### config.mk
export PLATFORM = sky130hd
export DESIGN_NAME = control_alarma
export DESIGN_NICKNAME = d
export VERILOG_FILES = /design/src/rtl/control_alarma.sv
export SDC_FILE = /design/constraint.sdc
export NUM_CORES = 1
export LEC_CHECK = 0
export ABC_AREA = 1
export CORE_MARGIN = 3
export CORE_UTILIZATION = 43
export CTS_CLUSTER_SIZE = 24
export DETAILED_ROUTE_END_ITERATION = 7
export MAX_ROUTING_LAYER = met4
export PLACE_DENSITY_LB_ADDON = 0.08
export SLEW_MARGIN = 20
export SYNTH_ARGS = -nofsm -noshare
export SYNTH_HDL_FRONTEND = slang
export SYNTH_SLANG_ARGS = --single-unit
### constraint.sdc
create_clock -name clock -period 1.5 [get_ports clock]
set_clock_uncertainty 0.15 [all_clocks]
set_input_delay 0.15 -clock clock [delete_from_list [all_inputs] [get_ports clock]]
set_output_delay 0.15 -clock clock [all_outputs]
set_load 0.02 [all_outputs]
### src/rtl/control_alarma.sv
// Alarm sequencer: stores the alarm time and runs the ring / snooze / stop
// state machine against the running time.
module control_alarma #(
    parameter int RING_MIN   = 5,
    parameter int SNOOZE_MIN = 9,
    parameter int MAX_SNOOZE = 3
) (
    input  logic       clock,
    input  logic       reset,
    input  logic       tick_min,
    input  logic [4:0] timp_ore,
    input  logic [5:0] timp_minute,
    input  logic [4:0] ore,
    input  logic [5:0] minute,
    input  logic       load_alarma,
    input  logic       load_timp,
    input  logic       alarma_en,
    input  logic       semnal_stop,
    input  logic       semnal_snooze,
    output logic [4:0] alarma_ore,
    output logic [5:0] alarma_minute,
    output logic       suna,
    output logic [1:0] stare,
    output logic       err_load
);

    localparam int NW = ($clog2(MAX_SNOOZE + 1) < 2) ? 2 : $clog2(MAX_SNOOZE + 1);

    typedef enum logic [1:0] {
        OPRIT  = 2'b00,
        ARMAT  = 2'b01,
        SUNA   = 2'b10,
        AMANAT = 2'b11
    } stare_t;

    stare_t        stare_q, stare_d;
    logic [3:0]    ring_cnt, ring_d;
    logic [3:0]    snooze_cnt, snooze_d;
    logic [NW-1:0] nr_snooze, nr_d;
    logic          match_q;
    logic          valid_load;
    logic          potrivire;
    logic          fire;

    assign valid_load = load_alarma && (ore <= 5'd23) && (minute <= 6'd59);
    assign potrivire  = (timp_ore == alarma_ore) && (timp_minute == alarma_minute) && !load_timp;
    // A valid load in the same cycle takes precedence over a match on the old value.
    assign fire       = potrivire && !match_q && !valid_load;

    assign stare = stare_q;
    assign suna  = (stare_q == SUNA);

    always_comb begin
        stare_d  = stare_q;
        ring_d   = ring_cnt;
        snooze_d = snooze_cnt;
        nr_d     = nr_snooze;
        if (!alarma_en) begin
            stare_d = OPRIT;
            nr_d    = '0;
        end else if (valid_load && (stare_q == SUNA || stare_q == AMANAT)) begin
            stare_d = ARMAT;
            nr_d    = '0;
        end else begin
            case (stare_q)
                OPRIT: stare_d = ARMAT;
                ARMAT: begin
                    if (fire) begin
                        stare_d = SUNA;
                        ring_d  = 4'(RING_MIN);
                        nr_d    = '0;
                    end
                end
                SUNA: begin
                    if (semnal_stop) begin
                        stare_d = ARMAT;
                        nr_d    = '0;
                    end else if (semnal_snooze && (nr_snooze < NW'(MAX_SNOOZE))) begin
                        stare_d  = AMANAT;
                        snooze_d = 4'(SNOOZE_MIN);
                        nr_d     = nr_snooze + NW'(1);
                    end else if (tick_min && (ring_cnt != 4'd0)) begin
                        // An exhausted snooze press falls through so the minute still counts.
                        ring_d = ring_cnt - 4'd1;
                        if (ring_cnt == 4'd1) begin
                            stare_d = ARMAT;
                            nr_d    = '0;
                        end
                    end
                end
                AMANAT: begin
                    if (semnal_stop) begin
                        stare_d = ARMAT;
                        nr_d    = '0;
                    end else if (tick_min && (snooze_cnt != 4'd0)) begin
                        snooze_d = snooze_cnt - 4'd1;
                        if (snooze_cnt == 4'd1) begin
                            stare_d = SUNA;
                            ring_d  = 4'(RING_MIN);
                        end
                    end
                end
                default: stare_d = OPRIT;
            endcase
        end
    end

    always_ff @(posedge clock or negedge reset) begin
        if (!reset) begin
            stare_q       <= OPRIT;
            ring_cnt      <= '0;
            snooze_cnt    <= '0;
            nr_snooze     <= '0;
            match_q       <= 1'b0;
            alarma_ore    <= '0;
            alarma_minute <= '0;
            err_load      <= 1'b0;
        end else begin
            stare_q    <= stare_d;
            ring_cnt   <= ring_d;
            snooze_cnt <= snooze_d;
            nr_snooze  <= nr_d;
            match_q    <= potrivire;
            err_load   <= load_alarma && !valid_load;
            if (valid_load) begin
                alarma_ore    <= ore;
                alarma_minute <= minute;
            end
        end
    end

endmodule

Yosys cells after proc, flatten, opt, wreduce, memory -nomap -nowiden
Cells that the tools add are included.

word-level totals
  register bits = 25
  output and inout port bits = 15
  logic and storage cells = 94

operators by class
  add/sub/neg operators = 3
  $lt $le $gt $ge = 3
  equal/unequal tests = 22
  mux-type cells = 33
  bitwise operators = 1
  reduce and logical (&&, ||, !) cells = 24

operator list
  operator             count
  $mux 4               11
  $mux 2               18
  $ne 6x3->1 const B   2
  $pmux 4 s3           1
  $logic_and 1x1->1    11
  $ne 5x3->1 const B   2
  $reduce_and 10->1    1
  $reduce_and 5->1     2
  $eq 4x1->1 const B   2
  $ne 2x1->1 const B   4
  $ne 2x2->1 const B   4
  $pmux 2 s4           1
  $pmux 4 s2           1
  $reduce_bool 4->1    2
  $sub 4x1->4 const B  2
  $reduce_and 7->1     1
  $eq 6x6->1           1
  $le 6x6->1 const B   1
  $pmux 2 s3           1
  $eq 5x5->1           1
  $le 5x5->1 const B   1
  $ne 5x1->1 const B   1
  $eq 2x2->1 const B   2
  $ne 4x3->1 const B   1
  10 further kinds     12

Longest topological paths before layout
  word-level depth = 9
  depth in mapped cells = 11

Worst setup path after synthesis
Ideal clock, no wire load.

  path type = register to register
  start point = register stare_q[1] (netlist: stare[1])
  end point = register ring_cnt[3]
  arrival = 1.361 ns
  data required time = 1.229 ns
  path slack = -0.131 ns
  stages on the path, launching flop included = 9
  buffers on the path = 0
  cells stage by stage = dfrtp_1 nand2_2 inv_2 o21ai_1 nand3_1 nor3_4 nand2_1 nand2_1 o21ai_1

on the way
  longest elaborated chain between the ends = 5

ends and longest elaborated chain
  what                                RTL line  source
  from (decl)                         36        stare_t stare_q, stare_d;
  from (signal assigned)              119       stare_q <= stare_d;
  $eq 2x2->1                          61, 65
  $logic_or 1x1->1                    61        end else if (valid_load && (stare_q == SUNA || stare_q == AMANAT)) begin
  $logic_and 1x1->1                   61
  $not 1->1 (no source line)          --
  $reduce_and 10->1 (no source line)  --
  to (signal assigned)                120       ring_cnt <= ring_d;
  to (decl)                           37        logic [3:0] ring_cnt, ring_d;

Several ways; a longest one is shown, not always the timed one.
A chain may end at the register's enable or synchronous reset.

Worst setup path in the final report
  start point = register snooze_cnt[0]
  end point = register stare_q[1] (netlist: stare[1])

on the way
  longest elaborated chain between the ends = 4

ends and longest elaborated chain
  what                                 RTL line  source
  from (decl)                          38        logic [3:0] snooze_cnt, snooze_d;
  from (signal assigned)               121       snooze_cnt <= snooze_d;
  $reduce_bool 4->1                    95        end else if (tick_min && (snooze_cnt != 4'd0)) begin
  $logic_and 1x1->1                    95
  $ne 5x3->1 (no source line)          --
  $reduce_and 5->1 (no source line) *  --

Every way passes the cells marked *; elsewhere a longest branch is shown, timed or not.

==> impl.org <==
** Outcome
- Result of the run :: finished with violations
- The checks that failed: setup timing.

** Placement
- Cell Count Post-Placement :: 350
- Number of I/O port buffers :: 44
- Detailed placement finished with a half-perimeter wire length of 3.191 mm.
- At the end of routability-driven placement, the weighted congestion stood at 0.9716.

** Floorplanning
- Starting utilization of the core area :: 46.01%
- Boundary pin count :: 45
- Total die area :: 4416 µm²
- After floorplanning, the core was divided into 21 placement rows.
- Die height :: 66.46 µm
- The total area inside the core boundary comes to 3416 µm².
- X dimension of the die :: 66.46 µm

** Synth
- By instance count, the leading cell after synthesis is sky130_fd_sc_hd__nand2_1.
- A synthesized cell averages 7.016 µm².
- Of the total synthesized cell area, the portion taken by full adders, half adders and majority gates is 4.777%.
- The synthesized design contains 25 register bits.
- Synthesized-area fraction occupied by ao, oa, aoi and oai cells :: 8.997%
- Counting flops with a built-in enable in the synthesized netlist gives 0.
- Post-Synth Simple-Gate Area :: 35.91%
- Number of distinct standard cells referenced by the synthesized netlist :: 31
- By area, the combinational part of the netlist is dominated by simple AND/OR/NAND/NOR gates.
- By area the synthesized netlist is led by sky130_fd_sc_hd__dfrtp_1, sky130_fd_sc_hd__nand2_1, sky130_fd_sc_hd__inv_1.
- The biggest area contributor in the post-synthesis netlist is sky130_fd_sc_hd__dfrtp_1.
- In the synthesized netlist, the number of instances is 224.
- Fraction of registers with async set/reset :: 100.0%
- After synthesis, the share of cell area in mux cells is 0%.
- In the synthesized netlist, the cells that appear most often are sky130_fd_sc_hd__nand2_1, sky130_fd_sc_hd__inv_1, sky130_fd_sc_hd__dfrtp_1, sky130_fd_sc_hd__nor2_1, sky130_fd_sc_hd__nand3_1.
- Area share of the leading cell type in the synthesized netlist :: 39.81%
- Of the total synthesized cell area, the portion taken by XOR and XNOR cells is 1.672%.
- The share of the Yosys chip area taken by registers is 39.81%.
- Cell area after technology mapping :: 1572 µm²
- Mapped Nets :: 260
- Yosys printed 0 warnings.
- Among all flip-flop cells after synthesis, the most frequent one is sky130_fd_sc_hd__dfrtp_1.

** Pwr
- Switching power share of the total :: 40.22%
- The analysis attributes to net switching a power of 1.267 mW.
- In this run, the clock network consumes 9.5% of the power.
- The worst-case IR drop observed on VDD is 0.9099 mV.
- Internal power comes to 1.884 mW.
- Power Total :: 3.152 mW
- Part of the power in registers :: 30.2%
- Combinational power share :: 60.2%
- Static power due to leakage :: 1.322 nW
- Dividing total power by cell area gives a power density of 1237 nW/µm².

** STA
- Dividing the final minimum period by the clock period gives 115.2%.
- Based on the critical path, the design can be clocked at up to 578.8 MHz.
- At the pin with the least slew margin, the transition time is 0.3218 ns.
- The count of final max-slew check failures is 0.
- Final setup vio count :: 12
- Final critical-path required period :: 1.728 ns
- After layout, the worst setup slack is -0.2279 ns.
- Unrepaired setup endpoints after global routing :: true
- Final hold viol count :: 0
- Measured against its own limit, the worst slew margin works out to 78.54%.

** Finish
- Fraction of final layout cells with drive strength greater than 1 :: 33.86%
- From synthesis to final layout, the design area changed by 62.10%.
- Layout filler cell count :: 280
- The finished layout holds 365 standard cells, fillers aside.
- At the end of the flow, the number of nets in the layout was 356.
- 0 antenna diodes ended up in the layout.

** Clock tree
- The later pin in the worst-skew pair is clocked with a latency of 0.32 ns.
- The cell sitting at the root of the clock tree is a sky130_fd_sc_hd__clkbuf_4.
- CTS sink count :: 25
- Clock transition at the registers of the reported paths :: 0.14 ns
- The clock passes through at most 2 buffers.
- TritonCTS built the clock tree.
- In this run the number of H-tree levels came out at 1.
- CTS buffer count :: 3
- In this run, post-CTS hold repair placed 0 buffers.

** Global routing
- The initial antenna violation count came to 0.
- For this run, the total global-route usage over all layers was measured as 20.94%.
- Vias in the first global route :: 1627
- Pin count of the biggest net entering global routing :: 26
- The first global-routing pass estimated 6.941 mm of wire.
- Global routing finished with a remaining overflow of 0.

** Route
- Length of the first detailed-routing pass in iterations :: 5
- Via density per instance :: 4.658
- Antenna Nets Post-Route :: 0
- In this run, the number of DRC markers left after iteration 0 of detailed routing was 57.
- Wire length on met2 :: 2.131 mm
- Via count :: 1700
- After detailed routing, the number of remaining DRC violations is 0.
- Wire segments on met3 add up to 175 µm in the final route.
- After detailed routing, the total wire length is 4.241 mm.
- Dividing the detail-routed wire length by the instance count gives 11.62 µm.
- After detailed routing, the wire length on met1 is 1.896 mm.
- Highest routed layer :: met4

** Worst setup path
- Crit-path max FO :: 2
- The setup path with the least slack is of type register to register.
- Data arrives at the worst endpoint at 1.80 ns.
- Worst path max stage delay :: 0.44 ns
- Counting both buffers and inverters, the worst setup path holds a total of 3.
- For the worst setup path, the data required time is 1.57 ns.
- Type of origin of the critical path :: register
- The cell that appears most often on the critical path is sky130_fd_sc_hd__nand2_2.
- Setup crit end kind :: register
- Depth of the worst register-to-register path :: 9
- Crit path depth :: 9
- The signal on the critical path passes through inv_2 -> ha_2 -> nand2_2 -> nand2_2 -> buf_4 -> o211ai_1 -> nand2_1 -> o31ai_1 -> inv_1.
- The cell family contributing the most delay on the critical path is flip-flops.
- Cell with the biggest individual delay on the critical path :: sky130_fd_sc_hd__dfrtp_1

** Worst hold path
- The min-delay analysis places its worst path in the category input pin to async pin.

** Run
- Across the run, the number of max-cap violations was 0.
-- worst paths after layout --
check / startpoint / to / slack, ns
hold / removal: reset / alarma_ore[4] / 0.03
setup / recovery: snooze_cnt[0] / stare[1] / -0.23
min in group clock: load_alarma / err_load / 0.21
setup reg to reg: snooze_cnt[0] / stare[1] / -0.23
max in group asynchronous: reset / stare[0] / 0.90
hold reg to reg: ring_cnt[1] / ring_cnt[1] / 0.37
-- worst reg2reg max path: stages (launching register included) --
cell,delay [ns]
sky130_fd_sc_hd__dfrtp_1,0.44
sky130_fd_sc_hd__inv_2,0.06
sky130_fd_sc_hd__ha_2,0.19
sky130_fd_sc_hd__nand2_2,0.07
sky130_fd_sc_hd__nand2_2,0.05
sky130_fd_sc_hd__buf_4,0.13
sky130_fd_sc_hd__o211ai_1,0.17
sky130_fd_sc_hd__nand2_1,0.11
sky130_fd_sc_hd__o31ai_1,0.21
sky130_fd_sc_hd__inv_1,0.06
-- cells by family (layout without fill, tap and decap cells) --
kind of cell	count (synthesis)	after routing
compound gates	25	25
xor+xnor	3	3
fa+ha+maj	6	6
buf+inv	37	132
flops	25	25
simple gates	128	128
-- through the flow --
step / hold slack (ns) / worst slack, ns / setup TNS [ns] / utilization [%] / area (µm²)
after detailed placement: 0.3424 / -0.3520 / -5.080 / 69.27 / 2366
after CTS: 0.03985 / -0.2171 / -2.040 / 71.28 / 2435
after floorplan: -0.2956 / -0.05522 / -0.2442 / - / 1590
after global routing: 0.02374 / -0.3691 / -3.618 / 74.58 / 2547
after global placement: 0.3194 / -0.3429 / -4.962 / 69.27 / 2366
final: 0.02856 / -0.2279 / -2.160 / 74.58 / 2547
-- cell usage in the layout, fill, tap and decap left out, types with 2 or more instances in the layout --
cell type                         instances
sky130_fd_sc_hd__nand3_1                 12
sky130_fd_sc_hd__ha_4                     2
sky130_fd_sc_hd__buf_6                    2
sky130_fd_sc_hd__dfrtp_1                 22
sky130_fd_sc_hd__nand2_4                  3
sky130_fd_sc_hd__a21oi_1                  4
sky130_fd_sc_hd__nor2_1                  15
sky130_fd_sc_hd__xnor2_1                  2
sky130_fd_sc_hd__ha_1                     2
sky130_fd_sc_hd__inv_2                   11
sky130_fd_sc_hd__buf_4                   47
sky130_fd_sc_hd__ha_2                     2
sky130_fd_sc_hd__o21ai_1                  5
sky130_fd_sc_hd__clkbuf_2                 5
sky130_fd_sc_hd__nand2_1                 66
sky130_fd_sc_hd__o21ai_2                  2
sky130_fd_sc_hd__dfrtp_2                  3
sky130_fd_sc_hd__dlygate4sd2_1            9
sky130_fd_sc_hd__nand4_1                  2
sky130_fd_sc_hd__clkbuf_4                 3
sky130_fd_sc_hd__nand2_2                 14
sky130_fd_sc_hd__inv_1                   23
sky130_fd_sc_hd__nor2_2                   4
sky130_fd_sc_hd__o21ai_0                  9
sky130_fd_sc_hd__nand3_2                  3
sky130_fd_sc_hd__clkdlybuf4s50_1         29
-- final cells by class --
| type | instances | area [µm²] | area share (%) |
|---|---|---|---|
| sequential | 25 | 629.4 | 24.71 |
| tap | 46 | 57.56 | 2.259 |
| timing repair buffer | 93 | 789.5 | 30.99 |
| multi-input combinational | 162 | 910.9 | 35.76 |
| inverter | 35 | 133.9 | 5.255 |
| clock buffer | 4 | 26.28 | 1.031 |
-- repair_timing --
item	CTS	global route
resized for setup	25	33
buffers inserted	5	6
setup endpoints to repair	27	18
pin swaps	7	17
-- power by group through the flow --
stage	sequential (mW)	clock, mW	combinational, mW
2_1_floorplan	1.06	0	0.732
3_3_place_gp	0.964	0	1.60
3_5_place_dp	0.968	0	1.61
4_1_cts	0.943	0.314	1.69
5_1_grt	0.971	0.343	2.11
6_report	0.952	0.301	1.90
-- registers in the layout, indices dropped and copies added (netlist names) --
register,flops
alarma_minute,6
alarma_ore,5
ring_cnt,4
snooze_cnt,4
nr_snooze,2
stare,2
err_load,1
match_q,1
-- metal layers --
metal,vias to the layer above,track usage [%]
met5,-,-
met4,0,3.046
met3,4,4.890
met2,24,37.05
met1,773,24.71
li1,899,-
(Power assumes the default switching activity.)
==> edit 1 (same flow settings) <==
Put a register stage on the output `suna`, without a reset. The value now appears one clock later. The other outputs are not delayed to match.
--- a/src/rtl/control_alarma.sv
+++ b/src/rtl/control_alarma.sv
@@ -48,7 +48,9 @@
     assign fire       = potrivire && !match_q && !valid_load;
 
     assign stare = stare_q;
-    assign suna  = (stare_q == SUNA);
+    always_ff @(posedge clock) begin
+        suna <= (stare_q == SUNA);
+    end
 
     always_comb begin
         stare_d  = stare_q;
Check against the original RTL: not equivalent (a bounded check fails within 4 cycles, from zero or initial values and one cycle with reset low).
==> edit 1 against the unedited design <==
  * The run still ends with setup timing left
  * Core utilization grew 3.3 points
  * Setup slack improved by 0.11 ns
  * Routed wire length increased by 6.9%
  * Sequential cell count up 1
  * Synthesized area is 5.0% higher
  * Power up 14%
  * Final cell count grew 3.0%
  * Final area rose by 7.6%
==> edit 1: results (changes against the unedited design) <==
status: "finished, violations left"  # unchanged
violations: "setup timing"  # unchanged
globalRouteMet1Util_pct: 24.9  # was 24.7%
met1_length_um: 2030  # was 1900 um
p_leak_nw: 1.43  # was 1.32 nW
synth_xor_xnor_area_share_pct: 1.06  # was 1.67%
worstPathMaxFanout: 5  # was 2
met3_length_um: 162  # was 175 um
reg_top3: "alarma_minute: 6 flops, alarma_ore: 5 flops"  # unchanged
wire_per_inst_um: 12.1  # was 11.6 um
ys_types: 32  # was 31
n_antenna_cell: 0  # unchanged
peakVddDrop_mv: 0.912  # was 0.910 mV
postCtsSetupRepairBufs: 7  # was 5
final_nets: 367  # was 356
placed_cell_area_mm2: 0.00248  # was 0.00237 mm2
worst_skew_pair.late_latency_ns: 0.27  # was 0.32 ns
grtUsageTotal_pct: 20.4  # was 20.9%
dp_slack_ns: -0.358  # was -0.352 ns
num_vias: 1780  # was 1700
relSlewSlack_pct: 75.9  # was 78.5%
synth_area_leaders: "dfrtp_1, nand2_1, inv_1"  # unchanged
htree_levels: 1  # unchanged
yosys_warnings: 0  # unchanged
grt_pass1_vias: 1659  # was 1627
dp_hpwl_um: 3240  # was 3190 um
internal_power_w: 0.00213  # was 0.00188 W
p_sw_share_pct: 40.8  # was 40.2%
wl_um: 4530  # was 4240 um
dr.pass1.iters: 4  # was 5
arrival_ns: 1.64  # was 1.80 ns
pwr-share-seq_pct: 28.9  # was 30.2%
seq_area_frac_synth_pct: 39.1  # was 39.8%
syn_avg_cell_area_um2: 7.08  # was 7.02 um2
drive_above_1_share_pct: 36.1  # was 33.9%
synth-compound-area-share_pct: 9.48  # was 9.00%
gr-usage-met2_pct: 35.1  # was 37.1%
synthAdderAreaFrac_pct: 4.55  # was 4.78%
cts_resized: 32  # was 25
drt-initial-drc-count: 103  # was 57
use_met3_pct: 2.79  # was 4.89%
finalWeightedCongestion: 0.885  # was 0.972
syn_nets: 269  # was 260
clk_pin_slew_ns: 0.09  # was 0.14 ns
power_clock_w: 0.000408  # was 0.000301 W
grt_first_pass_wirelength_um: 6990  # was 6940 um
met2_length_um: 2240  # was 2130 um
clock_path_buffers: 2  # unchanged
ys_async_sr_fraction_pct: 96.2  # was 100%
setup_violations: 12  # unchanged
fin_setup_tns_ns: -0.832  # was -2.16 ns
dp.cells: 360  # was 350
cts_root_buf: "clkbuf_8"  # was clkbuf_4
max_stage_delay_ns: 0.47  # was 0.44 ns
worst_slack_ns: -0.117  # was -0.228 ns
synth_common_cells: "nand2_1, inv_1, dfrtp_1"  # unchanged
slowest_stage: "dfrtp_2"  # was dfrtp_1
[edit 1: cell count changes in the layout (fill, tap and decap cells not counted), moves of 3 or more]
cell / delta
clkbuf_8: +3
clkbuf_2: -3
inv_1: +10
nor2_1: -10
nand3_2: +3
clkbuf_4: -3
buf_4: +3
nor2_4: +4
nor2_2: +3
nand3_1: -5
nand2_2: -4
[edit 1: final timing paths]
check | cells past startpoint | slack (ns) | endpoint | startpoint
min | 2 | 0.09 | alarma_minute[4] | reset
max | 5 | -0.12 | snooze_cnt[2] | stare[1]
min reg2reg | 2 | 0.37 | ring_cnt[3] | ring_cnt[3]
min in group clock | 3 | 0.28 | alarma_ore[0] | ore[0]
max in group asynchronous | 2 | 0.83 | stare[1] | reset
max reg2reg | 5 | -0.12 | snooze_cnt[2] | stare[1]
[edit 1: area by class of cell]
cell class              count  area, um2
clock buffers               4       45.0
fillers                   294        779
inverters                  45        176
multi-input cells         160       1010
flip-flops and latches     26        648
well taps                  46       57.6
repair buffers             95        807
==> edit 2 (same settings) <==
Without the edit above. Change the parameter `MAX_SNOOZE` from 3 to 2.
--- a/src/rtl/control_alarma.sv
+++ b/src/rtl/control_alarma.sv
@@ -3,7 +3,7 @@
 module control_alarma #(
     parameter int RING_MIN   = 5,
     parameter int SNOOZE_MIN = 9,
-    parameter int MAX_SNOOZE = 3
+    parameter int MAX_SNOOZE = 2
 ) (
     input  logic       clock,
     input  logic       reset,
Function: no difference found for any inputs over 10 cycles, from zero or initial values and one cycle with reset low; that may be too few to reach the edited logic, so the function may still have changed.
==> edit 2 against the unedited design <==
  * The run still ends with setup timing left
  * Routed wire length is 6.2% higher
  * Power is 11% higher
  * Setup slack better by 0.054 ns
  * Final area is 6.2% higher
  * Synthesized area is 0.16% higher
  * Global-route usage is 0.54 points lower
  * Sequential cell count stayed put
==> edit 2: results (changes against the unedited design) <==
synth-compound-area-share_pct: 9.70  # was 9.00%
dp_slack_ns: -0.391  # was -0.352 ns
syn_avg_cell_area_um2: 6.67  # was 7.02 um2
dieWidth_um: 66.5  # about the same
grtUsageTotal_pct: 20.4  # was 20.9%
stdcell_count: 377  # was 365
final_nets: 367  # was 356
vias_per_cell: 4.69  # was 4.66
met1_length_um: 2100  # was 1900 um
fin_setup_tns_ns: -1.32  # was -2.16 ns
synth_area_leaders: "dfrtp_1, nand2_1, inv_1"  # unchanged
setup_violations: 12  # unchanged
worst_slack_ns: -0.174  # was -0.228 ns
syn_nets: 271  # was 260
cts_root_buf: "clkbuf_8"  # was clkbuf_4
max_stage_delay_ns: 0.40  # was 0.44 ns
worstPathMaxFanout: 6  # was 2
clock_buffers: 3  # was 4
sh_seq_area_pct: 23.2  # was 24.7%
met2_length_um: 2170  # was 2130 um
fillers: 244  # was 280
peakVddDrop_mv: 0.913  # was 0.910 mV
seq_area_frac_synth_pct: 39.7  # was 39.8%
inv_count: 45  # was 35
worst_pin_slew_ns: 0.329  # was 0.322 ns
wl_um: 4510  # was 4240 um
p_leak_nw: 1.39  # was 1.32 nW
buf_share_pct: 30.0  # was 31.0%
grt_first_pass_wirelength_um: 6650  # was 6940 um
gr-usage-met2_pct: 33.1  # was 37.1%
use_met3_pct: 2.70  # was 4.89%
postCtsSetupRepairBufs: 6  # was 5
drive_above_1_share_pct: 33.8  # was 33.9%
worst_skew_pair.late_latency_ns: 0.28  # was 0.32 ns
synth_common_cells: "nand2_1, inv_1, dfrtp_1"  # unchanged
p_comb_share_pct: 59.6  # was 60.2%
multi_input_area_um2: 990  # was 911 um2
status: "finished, violations left"  # unchanged
dr.pass1.iters: 4  # was 5
synthAdderAreaFrac_pct: 3.97  # was 4.78%
power_switching_w: 0.00144  # was 0.00127 W
cts_resized: 45  # was 25
multi_input_cells: 164  # was 162
violations: "setup timing"  # unchanged
clkCellAreaFrac_pct: 1.71  # was 1.03%
clk_pin_slew_ns: 0.09  # was 0.14 ns
## edit 2: changes by cell type after synthesis, sizes merged, moves of 2 or more
cell / change
o21ai: +5
or2: -2
nand2: +2
nand3: -5
nor2: +2
inv: +10
nand4: +3
## edit 2: per-stage QoR
stage          hold slack, ns  total power, W  util [%]
2_1_floorplan          -0.296         0.00172         -
3_5_place_dp            0.334         0.00254      68.7
6_report               0.0884         0.00351      78.6
3_3_place_gp            0.328         0.00253      68.7
5_1_grt                 0.102         0.00375      78.6
4_1_cts                0.0980         0.00317      73.8
## edit 2: worst paths after layout
kind                            slack (ns)  depth (start not counted)           from               end
worst max-delay path                 -0.17                          9  snooze_cnt[1]       ring_cnt[2]
worst min-delay path                  0.09                          2          reset  alarma_minute[4]
worst max register to register       -0.17                          9  snooze_cnt[1]       ring_cnt[2]
worst min register to register        0.35                          2   nr_snooze[0]      nr_snooze[0]
max in group asynchronous             0.85                          2          reset          stare[1]
min in group clock                    0.27                          3         ore[0]     alarma_ore[0]
